`config.mk`:
```
export PLATFORM = sky130hd
export DESIGN_NAME = serial_adder
export DESIGN_NICKNAME = d
export VERILOG_FILES = /design/src/rtl/serial_adder.sv
export SDC_FILE = /design/constraint.sdc
export NUM_CORES = 1
export LEC_CHECK = 0
export ABC_AREA = 1
export CORE_UTILIZATION = 65
export CTS_BUF_LIST = sky130_fd_sc_hd__clkbuf_8
export CTS_CLUSTER_SIZE = 12
export DETAILED_ROUTE_END_ITERATION = 7
export DONT_BUFFER_PORTS = 1
export PLACE_DENSITY_LB_ADDON = 0.08
export SYNTH_ARGS = -nofsm -noshare
export SYNTH_HDL_FRONTEND = slang
export SYNTH_SLANG_ARGS = --single-unit
export TNS_END_PERCENT = 20
```
`constraint.sdc`:
```
create_clock -name clk -period 1.7 [get_ports clk]
set_input_delay 0 -clock clk [delete_from_list [all_inputs] [get_ports clk]]
set_output_delay 0 -clock clk [all_outputs]
set_load 0.005 [all_outputs]
```
`src/rtl/serial_adder.sv`:
```
// Bit-serial adder: one full-adder cell walks the operands LSB-first over WIDTH
// clocks, with the carry closed through a register and the sum collected in a shift register.

module fa (
  input  logic a,
  input  logic b,
  input  logic cin,
  output logic sum,
  output logic carry
);
  assign sum   = a ^ b ^ cin;
  assign carry = (a & b) | (a & cin) | (b & cin);
endmodule

module serial_adder #(
  parameter int unsigned WIDTH = 8
) (
  input  logic             clk,
  input  logic             rst,
  input  logic             start,
  input  logic [WIDTH-1:0] a,
  input  logic [WIDTH-1:0] b,
  input  logic             cin,
  output logic             busy,
  output logic             done,
  output logic [WIDTH-1:0] sum,
  output logic             cout
);
  localparam int unsigned CW = (WIDTH > 1) ? $clog2(WIDTH) : 1;

  typedef enum logic [1:0] {IDLE, ADD, DONE} state_t;

  state_t           state;
  logic [WIDTH-1:0] a_sr;
  logic [WIDTH-1:0] b_sr;
  logic [WIDTH-2:0] r_sr;
  logic             c_reg;
  logic [CW-1:0]    cnt;
  logic             fa_sum;
  logic             fa_carry;
  logic [WIDTH-1:0] r_next;

  fa u_fa (
    .a     (a_sr[0]),
    .b     (b_sr[0]),
    .cin   (c_reg),
    .sum   (fa_sum),
    .carry (fa_carry)
  );

  // Partial result after this bit; its top WIDTH-1 bits feed back, all WIDTH bits on completion.
  assign r_next = {fa_sum, r_sr};

  always_ff @(posedge clk) begin
    if (rst) begin
      state <= IDLE;
      a_sr  <= '0;
      b_sr  <= '0;
      r_sr  <= '0;
      c_reg <= 1'b0;
      cnt   <= '0;
      busy  <= 1'b0;
      done  <= 1'b0;
      sum   <= '0;
      cout  <= 1'b0;
    end else begin
      case (state)
        IDLE: begin
          done <= 1'b0;
          if (start) begin
            a_sr  <= a;
            b_sr  <= b;
            c_reg <= cin;
            cnt   <= '0;
            busy  <= 1'b1;
            state <= ADD;
          end
        end
        ADD: begin
          r_sr  <= r_next[WIDTH-1:1];
          a_sr  <= a_sr >> 1;
          b_sr  <= b_sr >> 1;
          c_reg <= fa_carry;
          cnt   <= cnt + CW'(1);
          if (cnt == CW'(WIDTH - 1)) begin
            sum   <= r_next;
            cout  <= fa_carry;
            done  <= 1'b1;
            state <= DONE;
          end
        end
        DONE: begin
          done  <= 1'b0;
          busy  <= 1'b0;
          state <= IDLE;
        end
        default: begin
          done  <= 1'b0;
          busy  <= 1'b0;
          state <= IDLE;
        end
      endcase
    end
  end
endmodule

```
# --- Word level (Yosys, flattened, before mapping) ---
# Cells that the tools add are included.
# W data, S select, Z words.
totals:
  ff_bits: 40
  in_bits: 20
  out_inout_bits: 11
  word_cells: 43
op_classes:
  n_addsub: 1
  eq_ne: 4
  muxes: 13
  bitwise: 8
  n_reduce_logical: 7
ops:
  columns: ["operator", "n"]
  rows:
  - ["$pmux W8 S2", 2]
  - ["$mux W8", 2]
  - ["$reduce_and A2 Y1", 4]
  - ["$pmux W3 S2", 1]
  - ["$mux W2", 2]
  - ["$ne A2 B2 Y1 const B", 2]
  - ["$pmux W1 S2", 2]
  - ["$pmux W2 S2", 1]
  - ["$add A3 B1 Y3 const B", 1]
  - ["$and A1 B1 Y1", 3]
  - ["$eq A3 B3 Y1 const B", 1]
  - ["$mux W3", 1]
  - ["$eq A2 B1 Y1 const B", 1]
  - ["$logic_not A2 Y1", 1]
  - ["$mux W1", 2]
  - ["$or A1 B1 Y1", 2]
  - ["$reduce_bool A2 Y1", 1]
  - ["$reduce_or A2 Y1", 1]
  - ["$xor A1 B1 Y1", 2]
  - ["$not A1 Y1", 1]

# --- Depth between registers and ports, before layout ---
depth:
  depth_word: 4
  depth_mapped: 8
  ltp_nobuf: 6

# --- Modules after synthesis ---
# From an unflattened synthesis, not the netlist that was laid out.
unflattened:
  hier_cells: 260
  area_unflattened_um2: 1775.5
modules_own_cells:
  columns: ["mod", "n_inst", "cells_each", "area_per_inst_um2", "seq_area_each_um2"]
  rows:
  - ["serial_adder", 1, 259, 1755.4, 800.8]
  - ["fa", 1, 1, 20.0, 0.0]

# --- Least setup slack after synthesis ---
# OpenSTA, ideal clock, no wires.
synth_timing:
  path_kind: "register to register"
  from: "register cnt[0]"
  to: "register sum[0]"
  setup_ns: 0.113
  arrival_time_ns: 1.061
  required_ns: 1.587
  path_slack_ns: 0.526
  path_stages_with_launch: 8
  path_buffers: 1
  period_less_slack_ns: 1.174
  path_cell_list: "dfxtp_1 -> ha_1 -> ha_1 -> nand2_2 -> buf_6 -> nand2_1 -> nand2_1 -> nor2_1"
synth_via:
  elab_chain_len: 2
synth_rtl:
  columns: ["item", "line_no", "text"]
  rows:
  - ["start, declared", "38", "logic [CW-1:0] cnt;"]
  - ["start signal, assigned", "84", "cnt <= cnt + CW'(1);"]
  - ["$eq A3 B3 Y1", "85", "if (cnt == CW'(WIDTH - 1)) begin"]
  - ["$reduce_and A2 Y1 (no line)", null, null]
  - ["end signal, assigned", "86", "sum <= r_next;"]
  - ["end, declared", "26", "output logic [WIDTH-1:0] sum,"]
# Every way passes these cells.
# A chain may end at the register's enable or synchronous reset.

# --- Final worst setup path ---
layout_timing:
  from: "register state[1]"
  to: "register busy"
layout_via:
  elab_chain_len: 3
  word_cells_on_any_way: 6
  classes_between: "eq/ne: 2; mux: 1; bitwise: 1; reduce/logical: 2"
layout_rtl:
  columns: ["item", "line_no", "text"]
  rows:
  - ["start, declared", "33", "state_t state;"]
  - ["start signal, assigned", "56", "state <= IDLE;"]
  - ["start signal, assigned", "76", "state <= ADD;"]
  - ["start signal, assigned", "89", "state <= DONE;"]
  - ["$logic_not A2 Y1 or $eq A2 B1 Y1 (tied branches)", "67", "case (state)"]
  - ["$ne A2 B2 Y1 (no line) or $not A1 Y1 (tied branches)", null, null]
  - ["$reduce_and A2 Y1 (no line)", null, null]
  - ["end signal, assigned", "62", "busy <= 1'b0;"]
  - ["end signal, assigned", "75", "busy <= 1'b1;"]
  - ["end signal, assigned", "94", "busy <= 1'b0;"]
  - ["end, declared", "24", "output logic busy,"]
# Several ways; a longest one is shown, not always the timed one.

==> qor.csv <==
metric;value;unit
status;complete, no violations;
synthTopCellsByArea;dfxtp_1, nand2_1, nor2_1, nand3_1, inv_1;
grt_overflow;0;
skew;0.00541;ns
totalWireLength;3.55;mm
root_buffer;clkbuf_8;
dieArea;0.00297;mm²
grt_pass1_vias;1291;
crit_path_max_fanout;19;
viasPerCell;5.08;
synthTopCellsByCount;nand2_1, nor2_1, dfxtp_1, nand3_1, inv_1;
vias;1570;
yosys_warnings;0;
yosys.area.top_type;dfxtp_1;
cp_slowest_cell;dlygate4sd3_1;
fp-row-count;18;
fin_crit_sh;90.0;%
gp_congestion;0.716;
fin_nets;301;
path_class;reg -> reg;
grt_max_degree;36;
ys_seq_elements;40;
end_kind;register;
drive_gt1_share;5.73;%
die_height;54.5;µm
synth_largest_type_area_fraction;44.7;%
hold_viol;0;
placed_cell_area;0.00175;mm²
setup_ws;0.170;ns
power_leakage;1.00;nW
synth_fp_nets;286;
place_hpwl;2.04;mm
dr_wl_met2;1.64;mm
cts_setup_buffers;0;
cts.reportedPaths.clkPinSlew;0.08;ns
grt_pass1_wl;5.39;mm
routed.top_layer;met4;
cts_tree;yes;
fin_util;79.9;%
synthCells;263;
pre_cts_slack;0.278;ns
insertion_delay;0.29;ns
maxCapViolCount;0;
portBuffers;0;
synth.distinct_cells;17;
fp.coreArea;0.00254;mm²
reg_top3;a_sr (8), b_sr (8), sum (8);
hold_class;in -> reg;
fp.dieW;54.5;µm
syn_avg_cell_area;6.82;µm²
cts_hold_buffers;19;
drc;0;
wl_per_cell;11.5;µm
grt_use_total;25.9;%
setup_tns;0;ns
first_pass_iters;4;
start_util;70.5;%
rsz0062_at_grt;false;
synthMostInstantiatedCell;nand2_1;
max_freq;0.654;GHz
synth_seq_area_share;44.7;%
crit_required;1.93;ns
synthArstFlopShare;0;%
antenna_left;0;
cts.sinks;40;
max_slew_margin;48.5;%
ys.flop_type;dfxtp_1;
drt-met1-wl;1.70;mm
drt-initial-drc-count;35;
cts-resized-gates;0;
fin_area;0.00203;mm²
period_needed;1.53;ns
cts-buffers-inserted;5;
dr_wl_met3;165;µm
multi_input_area;813;µm²
path_cells;inv_2 > nand3_1 > a21oi_1 > dlygate4sd3_1;
cpPeakStageDelay;0.56;ns
startpoint_type;register;
ios;31;
peakVddDrop;0.000820;V
h-tree-depth;2;
setup_viol;0;
slew_viol_final;0;
regArea;801;µm²
powerDensity;978;mW/mm²
syn_to_final_growth;13.4;%
synth_edf_count;0;
n_antenna_cell;0;
cts_buffer_depth;2;
fillCellCount;193;
antenna_found_initial;0;
synth_area;0.00179;mm²
critPathArrivalTime;1.76;ns
hold_slack;0.0540;ns
tightest_slew;0.770;ns
## cell type report
type / instances / share of cell area, %
Multi-Input combinational cell: 187 / 40.0
Clock buffer: 6 / 4.06
Tap cell: 30 / 1.85
Inverter: 23 / 4.25
Timing Repair Buffer: 21 / 10.1
Clock inverter: 2 / 0.369
Sequential cell: 40 / 39.4
## final timing paths
| path | start | to | slack, ns | cells past startpoint |
|---|---|---|---|---|
| worst max-delay path | state[1] | busy | 0.17 | 4 |
| worst min-delay path | start | b_sr[7] | 0.05 | 4 |
| worst min register to register | r_sr[6] | sum[6] | 0.47 | 2 |
| worst max register to register | state[1] | busy | 0.17 | 4 |
## stage by stage
stage / total power [W] / instances
6_report: 0.00199 / 309
5_1_grt: 0.00209 / 309
2_1_floorplan: 0.00130 / 263
3_5_place_dp: 0.00134 / 282
3_3_place_gp: 0.00133 / 282
4_1_cts: 0.00198 / 309
## worst max-delay path: cells and delay by family, from the launching register on
| family | cells | cell delay (ns) |
|---|---|---|
| buffers and inverters | 2 | 0.84 |
| DFF | 1 | 0.34 |
| AOI/OAI and AO/OA | 1 | 0.15 |
| and+or+nand+nor | 1 | 0.14 |
## routing by layer
layer	global-route usage, %	vias up
met1	33.7	699
met5	0	-
met4	12.0	0
met2	40.7	38
li1	-	826
met3	5.56	7
## power breakdown
part | switching (W) | internal [W] | total, W
clock | 0.000312 | 0.000319 | 0.000631
sequential | 0.0000449 | 0.00101 | 0.00105
combinational | 0.000182 | 0.000126 | 0.000308
## layout by cell type, fill, tap and decap left out, drive strengths merged
cell type,instances
fa,1
inv,25
nand3,24
clkbuf,6
nor2,57
dlygate4sd3,19
o21ai,10
a21oi,3
dfxtp,40
ha,2
nand2,90
buf,2
## kinds of logic after synthesis
logic type / count (synthesis) / share of synthesized area [%]
flops: 40 / 44.7
buf+inv: 36 / 9.98
fa+ha+maj: 3 / 2.51
simple gates: 171 / 38.6
compound gates: 13 / 4.26
Note: power is estimated with default switching activity, not from simulation.
